`src/rtl/gshare_bpd_if.sv`:
```
// Fetch-side lookup, prediction and backend update bundle for the gshare predictor.
interface gshare_bpd_if #(
  parameter int GHR_WIDTH   = 8,
  parameter int FETCH_WIDTH = 2
);
  logic                   lookup_valid;
  logic [31:0]            lookup_pc;
  logic                   stall;
  logic                   flush;
  logic                   ready;
  logic                   pred_valid;
  logic [31:0]            pred_pc;
  logic [FETCH_WIDTH-1:0] pred_taken;
  logic [GHR_WIDTH-1:0]   pred_ghr;
  logic                   upd_valid;
  logic [31:0]            upd_pc;
  logic [GHR_WIDTH-1:0]   upd_ghr;
  logic                   upd_taken;

  modport master (
    output lookup_valid, lookup_pc, stall, flush,
    output upd_valid, upd_pc, upd_ghr, upd_taken,
    input  ready, pred_valid, pred_pc, pred_taken, pred_ghr
  );

  modport slave (
    input  lookup_valid, lookup_pc, stall, flush,
    input  upd_valid, upd_pc, upd_ghr, upd_taken,
    output ready, pred_valid, pred_pc, pred_taken, pred_ghr
  );
endinterface

```
`src/rtl/gshare_bpd.sv`:
```
// Gshare direction predictor: PHT of 2-bit counters indexed by PC ^ GHR,
// two-stage lookup pipeline (IF1 -> IF3), single training port, init sweep after reset.
module gshare_bpd #(
  parameter int         PHT_DEPTH   = 1024,
  parameter int         GHR_WIDTH   = 8,
  parameter int         FETCH_WIDTH = 2,
  parameter logic [1:0] CNT_INIT    = 2'b01
) (
  input  logic           clk,
  input  logic           rst,
  gshare_bpd_if.slave    bus
);
  localparam int IDX_W = $clog2(PHT_DEPTH);
  localparam logic [0:0] S_INIT = 1'b0;
  localparam logic [0:0] S_RUN  = 1'b1;
  localparam logic [IDX_W-1:0] LAST_IDX = IDX_W'(PHT_DEPTH - 1);

  logic [0:0]           state;
  logic [IDX_W-1:0]     init_ptr;
  logic [GHR_WIDTH-1:0] ghr;
  logic [1:0]           pht [PHT_DEPTH];

  logic                   s1_valid;
  logic [31:0]            s1_pc;
  logic [GHR_WIDTH-1:0]   s1_ghr;
  logic [IDX_W-1:0]       s1_idx [FETCH_WIDTH];
  logic                   s2_valid;
  logic [31:0]            s2_pc;
  logic [GHR_WIDTH-1:0]   s2_ghr;
  logic [FETCH_WIDTH-1:0] s2_taken;

  logic [IDX_W-1:0] look_idx [FETCH_WIDTH];
  logic [IDX_W-1:0] upd_idx;
  logic [1:0]       upd_cur;
  logic [1:0]       upd_next;

  function automatic logic [IDX_W-1:0] pht_idx(input logic [31:0] pc,
                                               input logic [GHR_WIDTH-1:0] h);
    return pc[IDX_W+1:2] ^ IDX_W'(h);
  endfunction

  always_comb begin
    for (int k = 0; k < FETCH_WIDTH; k++) begin
      look_idx[k] = pht_idx(bus.lookup_pc + 32'(4 * k), ghr);
    end
  end

  // Saturating counter step for the trained entry; read is combinational.
  always_comb begin
    upd_idx  = pht_idx(bus.upd_pc, bus.upd_ghr);
    upd_cur  = pht[upd_idx];
    upd_next = upd_cur;
    if (bus.upd_taken) begin
      if (upd_cur != 2'b11) upd_next = upd_cur + 2'b01;
    end else begin
      if (upd_cur != 2'b00) upd_next = upd_cur - 2'b01;
    end
  end

  // Init sweep and training share the single write port; they never overlap.
  always_ff @(posedge clk) begin
    if (!rst) begin
      if (state == S_INIT) pht[init_ptr] <= CNT_INIT;
      else if (bus.upd_valid) pht[upd_idx] <= upd_next;
    end
  end

  always_ff @(posedge clk) begin
    if (rst) begin
      state    <= S_INIT;
      init_ptr <= '0;
      ghr      <= '0;
      s1_valid <= 1'b0;
      s1_pc    <= '0;
      s1_ghr   <= '0;
      for (int k = 0; k < FETCH_WIDTH; k++) s1_idx[k] <= '0;
      s2_valid <= 1'b0;
      s2_pc    <= '0;
      s2_ghr   <= '0;
      s2_taken <= '0;
    end else if (state == S_INIT) begin
      init_ptr <= init_ptr + 1'b1;
      if (init_ptr == LAST_IDX) state <= S_RUN;
    end else begin
      if (bus.upd_valid) ghr <= {ghr[GHR_WIDTH-2:0], bus.upd_taken};
      // Stage-2 reads the PHT before this edge's update lands, so it sees the old value.
      if (bus.flush) begin
        s1_valid <= 1'b0;
        s2_valid <= 1'b0;
      end else if (!bus.stall) begin
        s1_valid <= bus.lookup_valid;
        s1_pc    <= bus.lookup_pc;
        s1_ghr   <= ghr;
        s1_idx   <= look_idx;
        s2_valid <= s1_valid;
        s2_pc    <= s1_pc;
        s2_ghr   <= s1_ghr;
        for (int k = 0; k < FETCH_WIDTH; k++) s2_taken[k] <= pht[s1_idx[k]][1];
      end
    end
  end

  assign bus.ready      = (state == S_RUN);
  assign bus.pred_valid = s2_valid;
  assign bus.pred_pc    = s2_pc;
  assign bus.pred_taken = s2_taken;
  assign bus.pred_ghr   = s2_ghr;
endmodule
```
`src/flat_wrapper.sv`:
```
// flat-port wrapper written by rule: the top's interface ports become plain ports
module gshare_bpd_flat 
#(
  parameter int         PHT_DEPTH   = 1024,
  parameter int         GHR_WIDTH   = 8,
  parameter int         FETCH_WIDTH = 2,
  parameter logic [1:0] CNT_INIT    = 2'b01
)
  (clk, rst, bus_lookup_valid, bus_lookup_pc, bus_stall, bus_flush, bus_upd_valid, bus_upd_pc, bus_upd_ghr, bus_upd_taken, bus_ready, bus_pred_valid, bus_pred_pc, bus_pred_taken, bus_pred_ghr);
  gshare_bpd_if #(.GHR_WIDTH(GHR_WIDTH), .FETCH_WIDTH(FETCH_WIDTH)) bus_i ();
  input  logic clk;
  input  logic rst;
  input wire logic [$bits(bus_i.lookup_valid)-1:0] bus_lookup_valid;
  input wire logic [$bits(bus_i.lookup_pc)-1:0] bus_lookup_pc;
  input wire logic [$bits(bus_i.stall)-1:0] bus_stall;
  input wire logic [$bits(bus_i.flush)-1:0] bus_flush;
  input wire logic [$bits(bus_i.upd_valid)-1:0] bus_upd_valid;
  input wire logic [$bits(bus_i.upd_pc)-1:0] bus_upd_pc;
  input wire logic [$bits(bus_i.upd_ghr)-1:0] bus_upd_ghr;
  input wire logic [$bits(bus_i.upd_taken)-1:0] bus_upd_taken;
  output wire logic [$bits(bus_i.ready)-1:0] bus_ready;
  output wire logic [$bits(bus_i.pred_valid)-1:0] bus_pred_valid;
  output wire logic [$bits(bus_i.pred_pc)-1:0] bus_pred_pc;
  output wire logic [$bits(bus_i.pred_taken)-1:0] bus_pred_taken;
  output wire logic [$bits(bus_i.pred_ghr)-1:0] bus_pred_ghr;
  assign bus_i.lookup_valid = bus_lookup_valid;
  assign bus_i.lookup_pc = bus_lookup_pc;
  assign bus_i.stall = bus_stall;
  assign bus_i.flush = bus_flush;
  assign bus_i.upd_valid = bus_upd_valid;
  assign bus_i.upd_pc = bus_upd_pc;
  assign bus_i.upd_ghr = bus_upd_ghr;
  assign bus_i.upd_taken = bus_upd_taken;
  assign bus_ready = bus_i.ready;
  assign bus_pred_valid = bus_i.pred_valid;
  assign bus_pred_pc = bus_i.pred_pc;
  assign bus_pred_taken = bus_i.pred_taken;
  assign bus_pred_ghr = bus_i.pred_ghr;
  gshare_bpd #(.PHT_DEPTH(PHT_DEPTH), .GHR_WIDTH(GHR_WIDTH), .FETCH_WIDTH(FETCH_WIDTH), .CNT_INIT(CNT_INIT)) u_core (.clk(clk), .rst(rst), .bus(bus_i));
endmodule
```
`config.mk`:
```
export PLATFORM = sky130hd
export DESIGN_NAME = gshare_bpd_flat
export DESIGN_NICKNAME = d
export VERILOG_FILES = /design/src/rtl/gshare_bpd_if.sv /design/src/rtl/gshare_bpd.sv /design/src/flat_wrapper.sv
export SDC_FILE = /design/constraint.sdc
export NUM_CORES = 2
export LEC_CHECK = 0
export ABC_AREA = 1
export BUFFER_PORTS_ARGS = -buffer_cell sky130_fd_sc_hd__buf_2
export CELL_PAD_IN_SITES_DETAIL_PLACEMENT = 0
export CELL_PAD_IN_SITES_GLOBAL_PLACEMENT = 2
export CORE_AREA = 2 2 537 539
export DETAILED_ROUTE_END_ITERATION = 10
export DIE_AREA = 0 0 539 541
export PLACE_DENSITY_LB_ADDON = 0.1
export SETUP_SLACK_MARGIN = 0.15
export SYNTH_ARGS = -nofsm -noshare
export SYNTH_HDL_FRONTEND = slang
export SYNTH_SLANG_ARGS = --single-unit
```
`constraint.sdc`:
```
create_clock -name clk -period 58.3 [get_ports clk]
set_clock_uncertainty 0.05 [all_clocks]
set_input_delay 11.66 -clock clk [delete_from_list [all_inputs] [get_ports clk]]
set_output_delay 11.66 -clock clk [all_outputs]
set_load 0.02 [all_outputs]
```
# Word-level counts from Yosys, hierarchy flattened
# Memory sizes are Yosys's and may differ from the RTL's. A register that Yosys moved wholly into a read port is not among the register bits.
# Cells that the tools add are included.
[totals]
mem_count = 1
register_bits = 121
in_bits = 79
ram_bits = 2048
wordCells = 48
out_inout_bits = 44
[op_classes]
n_bitwise = 5
mux = 19
addsub = 4
n_reduce_logical = 5
n_eq_ne = 3
[mem_list]
columns = ["memory", "words", "width", "read_ports", "rd_ports_with_merged_regs", "wr", "line_no", "text"]
rows = [
  ["u_core.pht", 1024, 2, 3, 2, 1, "gshare_bpd.sv:21", "logic [1:0] pht [PHT_DEPTH];"],
]
[ops]
columns = ["op", "count"]
rows = [
  ["10-bit by 8-bit bitwise XOR with 10-bit output", 3],
  ["1-bit two-way mux", 14],
  ["12-bit by 3-bit adder with 12-bit output, second input constant", 1],
  ["10-bit by 1-bit adder with 10-bit output, second input constant", 1],
  ["10-bit == test, second input constant", 1],
  ["10-bit two-way mux", 1],
  ["2-bit two-way mux", 4],
  ["2-bit AND reduction", 2],
  ["3-bit AND reduction", 1],
  ["2-bit by 1-bit adder with 2-bit output, second input constant", 1],
  ["2-bit by 1-bit inequality test with 1-bit output, second input constant", 1],
  ["2-bit inequality test, second input constant", 1],
  ["1-bit inverter", 2],
  ["2-bit nonzero test", 1],
  ["2-bit OR reduction", 1],
  ["2-bit by 1-bit subtractor with 2-bit output, second input constant", 1],
]

# Logic depth before layout (Yosys ltp)
[depth]
depth_word = 6
mapped_depth = 20
depth_no_buf = 19

# Worst setup path before layout
# Ideal clock, no wire load.
[synth_timing]
path_type = "input to register"
start = "input port bus_upd_ghr[3]"
end = "memory u_core.pht[0][1] (data pin)"
required_ns = 52.559
path_slack_ns = 12.228
setup_ns = 5.691
path_buffers = 2
path_stages = 13
arrival_ns = 40.331
cell_sequence = "xnor2_1 clkbuf_1 buf_1 nand3_1 nand3_1 nand3_1 nand3_1 nand3_1 nand3_1 nand3_2 nand2_1 nand2_1 a21oi_1"
[synth_via]
elab_chain_cells = 6
elab_cells_between_ends = 10
classes_between = "add/sub: 2; eq/ne: 1; mux: 4; bitwise: 1; reduce/logical: 1; memory: 1"
[synth_rtl]
columns = ["element", "line_no", "text"]
rows = [
  ["start, declared", "flat_wrapper.sv:19", "input wire logic [$bits(bus_i.upd_ghr)-1:0] bus_upd_ghr;"],
  ["10-bit by 8-bit bitwise XOR with 10-bit output (*)", "gshare_bpd.sv:39", "return pc[IDX_W+1:2] ^ IDX_W'(h);"],
  ["memory 1024 x 2 bit (*)", "n/a", ""],
  ["2-bit by 1-bit subtractor with 2-bit output, or another cell as far along", "gshare_bpd.sv:56", "if (upd_cur != 2'b00) upd_next = upd_cur - 2'b01;"],
  ["2-bit two-way mux, on equally long branches", "gshare_bpd.sv:56, gshare_bpd.sv:54", ""],
  ["2-bit two-way mux (*)", "gshare_bpd.sv:53", "if (bus.upd_taken) begin"],
  ["2-bit two-way mux (no line) (*)", "n/a", ""],
  ["end, declared", "gshare_bpd.sv:21", ""],
]
# Mark *: on every way between the ends. The rest lies on a longest branch, timed or not.

# Worst setup path after layout
[layout_timing]
start = "input port bus_upd_pc[2]"
end = "memory u_core.pht[276][1] (data pin)"
[layout_via]
elab_chain_cells = 6
elab_cells_between_ends = 10
classes_between = "add/sub: 2; eq/ne: 1; mux: 4; bitwise: 1; reduce/logical: 1; memory: 1"
[layout_rtl]
columns = ["element", "line_no", "text"]
rows = [
  ["start, declared", "flat_wrapper.sv:18", "input wire logic [$bits(bus_i.upd_pc)-1:0] bus_upd_pc;"],
  ["10-bit by 8-bit bitwise XOR with 10-bit output (*)", "gshare_bpd.sv:39", ""],
  ["memory 1024 x 2 bit (*)", "n/a", ""],
  ["2-bit by 1-bit subtractor with 2-bit output, or another cell as far along", "gshare_bpd.sv:56", ""],
  ["2-bit two-way mux, on equally long branches", "gshare_bpd.sv:56, gshare_bpd.sv:54", ""],
  ["2-bit two-way mux (*)", "gshare_bpd.sv:53", ""],
  ["2-bit two-way mux (no line) (*)", "n/a", ""],
]
# Marks and branches as above.

==> metrics.md <==
| Metric | Value |
|---|---|
| Setup ws final | 36420 ps |
| Setup CP Type | in2reg |
| Crit-path max FO | 254 |
| Clock Sinks | 2169 |
| H-tree levels | 5 |
| CTS Hold Bufs | 0 |
| Setup_tns | 0 ps |
| Syn Nets | 13400 |
| Clock buffer depth | 4 |
| Pins Over Slew Limit | 0 |
| Synthesized area | 114000 um^2 |
| Total grt overflow | 0 |
| #FFs+latches synth | 2169 |
| Starting Density | 39.7% |
| Met3 layer usage reported by global route | 6.88% |
| Multi-input gate area | 42000 um^2 |
| Hold/Removal Path Class | reg2reg |
| Met1 Use GR | 44.3% |
| Final setup vio count | 0 |
| First-pass GRT wire length | 712000 um |
| Achievable frequency | 0.0457 GHz |
| Pwr dens | 29.0 nW/um^2 |
| Drt first pass iters | 7 |
| Met2 track demand over resource | 52.9% |
| Total CTS buffers | 267 |
| Via count | 102000 |
| Worst vdd ir | 22.1 uV |
| Tightest Pin Transition | 1270 ps |
| Dpl ws | 35650 ps |
| Num rows | 197 |
| Die Width | 539 um |
| Unrepaired setup endpoints after global routing | false |
| Crit path launch type | primary input |
| Fillcell total | 28000 |
| Status | finished, final reports clean |
| Post-DR wirelength/cell | 30.4 um |
| Initial detailed-routing violation count | 13400 |
| Antenna-violating nets left | 0 |
| Rel. slew slack | 15.4% |
| Worst-Skew Late Latency | 920 ps |
| Drt via density | 6.06 |
| Synthesis warning total | 0 |
| Largest net degree at the start of global routing | 255 |
| Layout cells sized above 1 | 7.34% |
| Worst Setup End Kind | register |
| Post-synth cell types | 38 |
| Overall die area | 292000 um^2 |
| Fin. Hold Viols | 0 |
| Max_cap viols | 0 |
| Min Tclk post-route | 21880 ps |
| Asr flop ratio synth | 0% |
| Drt total wl | 510000 um |
| Area growth syn-to-layout | 10.0% |
| RePlAce Congestion | 0.862 |
| Lkg Pwr | 47.1 nW |
| DRC Markers | 0 |
| Register area | 64000 um^2 |
| Placeable Area | 286000 um^2 |
| Boundary pin count | 123 |
| Most frequent cells in the layout | nand3_1 (2513), nand2_1 (2305), nor2_1 (2242) |
| Synthesized area per cell | 8.57 um^2 |
| Seq/Total Area, Yosys | 56.2% |
| Clk root buf | clkbuf_16 |
| Worst Path Arrival | 22410 ps |
| Clock transition at path regs | 50 ps |
| Initial antenna violation count | 30 |
| Final period utilization | 37.5% |
| Post-Synthesis Cells | 13300 |
| PortBufs | 100 |
| Nets | 12800 |
| Most common cell after layout, fill and taps aside | nand3_1 |
| Post-cts sizing count | 0 |
| DIE HEIGHT | 541 um |
| Number of flops mapped to enable cells by yosys | 2048 |
| Gr busiest metal | met2 |
| Setup bufs post-CTS | 0 |
| Post-DP HPWL | 268000 um |
| GRT Resource Usage Total | 33.8% |
| Vias in the first global route | 96500 |
| Synth Flop Type | edfxtp_1 |
| Required time of the critical path | 58840 ps |
| CTS tree | yes |
logic make-up after synthesis:
family / after synthesis / share of synthesized area, %
and+or+nand+nor: 7412 / 28.0
DFF: 2169 / 56.2
buffers and inverters: 1922 / 7.23
AOI/OAI and AO/OA: 1751 / 8.42
xor gates and xnor gates: 19 / 0.160
adders and majority gates: 2 / 0.0220
cell type report:
| cell class | instances | share of cell area, % |
|---|---|---|
| Timing Repair Buffer | 335 | 2.12 |
| Inverter | 803 | 2.47 |
| Clock buffer | 345 | 5.83 |
| Sequential cell | 2169 | 51.1 |
| Tap cell | 3781 | 3.78 |
| Antenna cell | 18 | 0.0360 |
| Clock inverter | 132 | 1.01 |
| Multi-Input combinational cell | 9184 | 33.6 |
sequential cells by signal, indices dropped and copies added (netlist names):
name and cells:
u_core.bus.pred_taken 2, u_core.s1_ghr 8, u_core.bus.pred_pc 32, u_core.init_ptr 10
u_core.pht 2048, u_core.s1_pc 31, u_core.bus.pred_ghr 8, u_core.s1_idx 19
u_core.s1_valid 1, u_core.ghr 8, u_core.bus.pred_valid 1, u_core.bus.ready 1
power by group:
| part | switching (mW) | leakage, nW | total, mW | internal (mW) |
|---|---|---|---|---|
| logic | 0.213 | 19.2 | 0.283 | 0.0700 |
| clock network | 0.693 | 4.18 | 1.67 | 0.976 |
| registers | 0.000257 | 23.8 | 1.68 | 1.68 |
worst max-delay path: stages:
cell and delay [ps]:
buf_2 130, inv_2 60, nand2_2 350, nand2_8 600
buf_12 590, buf_4 690, buf_4 660, buf_4 570
buf_4 700, buf_4 640, or2_0 190, nand3_1 70
nand3_1 110, nand3_1 190, nand3_1 230, nand3_1 210
nand3_1 250, nand3_1 240, nand3_1 190, nand3_2 100
nand2_1 100, nand2_1 90, a21oi_4 810, buf_12 820
buf_4 810, buf_4 740
routing by layer:
layer,up-vias,routed length [um]
li1,44400,-
met1,50000,202000
met2,5996,228000
met3,1238,51100
met4,2,28300
met5,-,13
per-stage QoR:
step	utilization, %	power, mW	instances	area [um^2]	hold slack (ps)
after CTS	43.7	3.65	16700	125000	412
after floorplan	-	1.88	13300	114000	391
final	43.7	3.63	16800	125000	409
after global routing	43.7	3.72	16800	125000	434
after detailed placement	40.7	1.99	16300	116000	404
after global placement	40.7	1.99	16300	116000	396
final timing paths:
check	from	endpoint	slack [ps]	cells after the start
max	bus_upd_pc[2]	u_core.pht[276][1]$_DFFE_PP_	36420	26
min	u_core.s1_valid$_SDFFE_PP0P_	u_core.bus.pred_valid$_SDFFE_PP0P_	410	2
max reg2reg	u_core.s1_idx[11]$_SDFFE_PP0P_	u_core.bus.pred_taken[0]$_SDFFE_PP0P_	51670	18
min reg2reg	u_core.s1_valid$_SDFFE_PP0P_	u_core.bus.pred_valid$_SDFFE_PP0P_	410	2
synth_stat cells (all sizes together), types with 2 or more instances:
| master | instances | area [um^2] |
|---|---|---|
| a211oi | 4 | 30.0 |
| a21oi | 37 | 185 |
| buf | 570 | 3140 |
| clkbuf | 549 | 2070 |
| clkinv | 6 | 22.5 |
| dfxtp | 121 | 2420 |
| edfxtp | 2048 | 61500 |
| ha | 2 | 25.0 |
| inv | 797 | 2990 |
| nand2 | 2328 | 8760 |
| nand3 | 2530 | 12700 |
| nand4 | 4 | 25.0 |
| nor2 | 2255 | 8510 |
| nor3 | 22 | 110 |
| o211ai | 57 | 428 |
| o21ai | 1139 | 5720 |
| o22ai | 512 | 3200 |
| or2 | 272 | 1700 |
| xnor2 | 7 | 76.3 |
| xor2 | 12 | 105 |
Note: power is estimated with default switching activity, not from simulation.
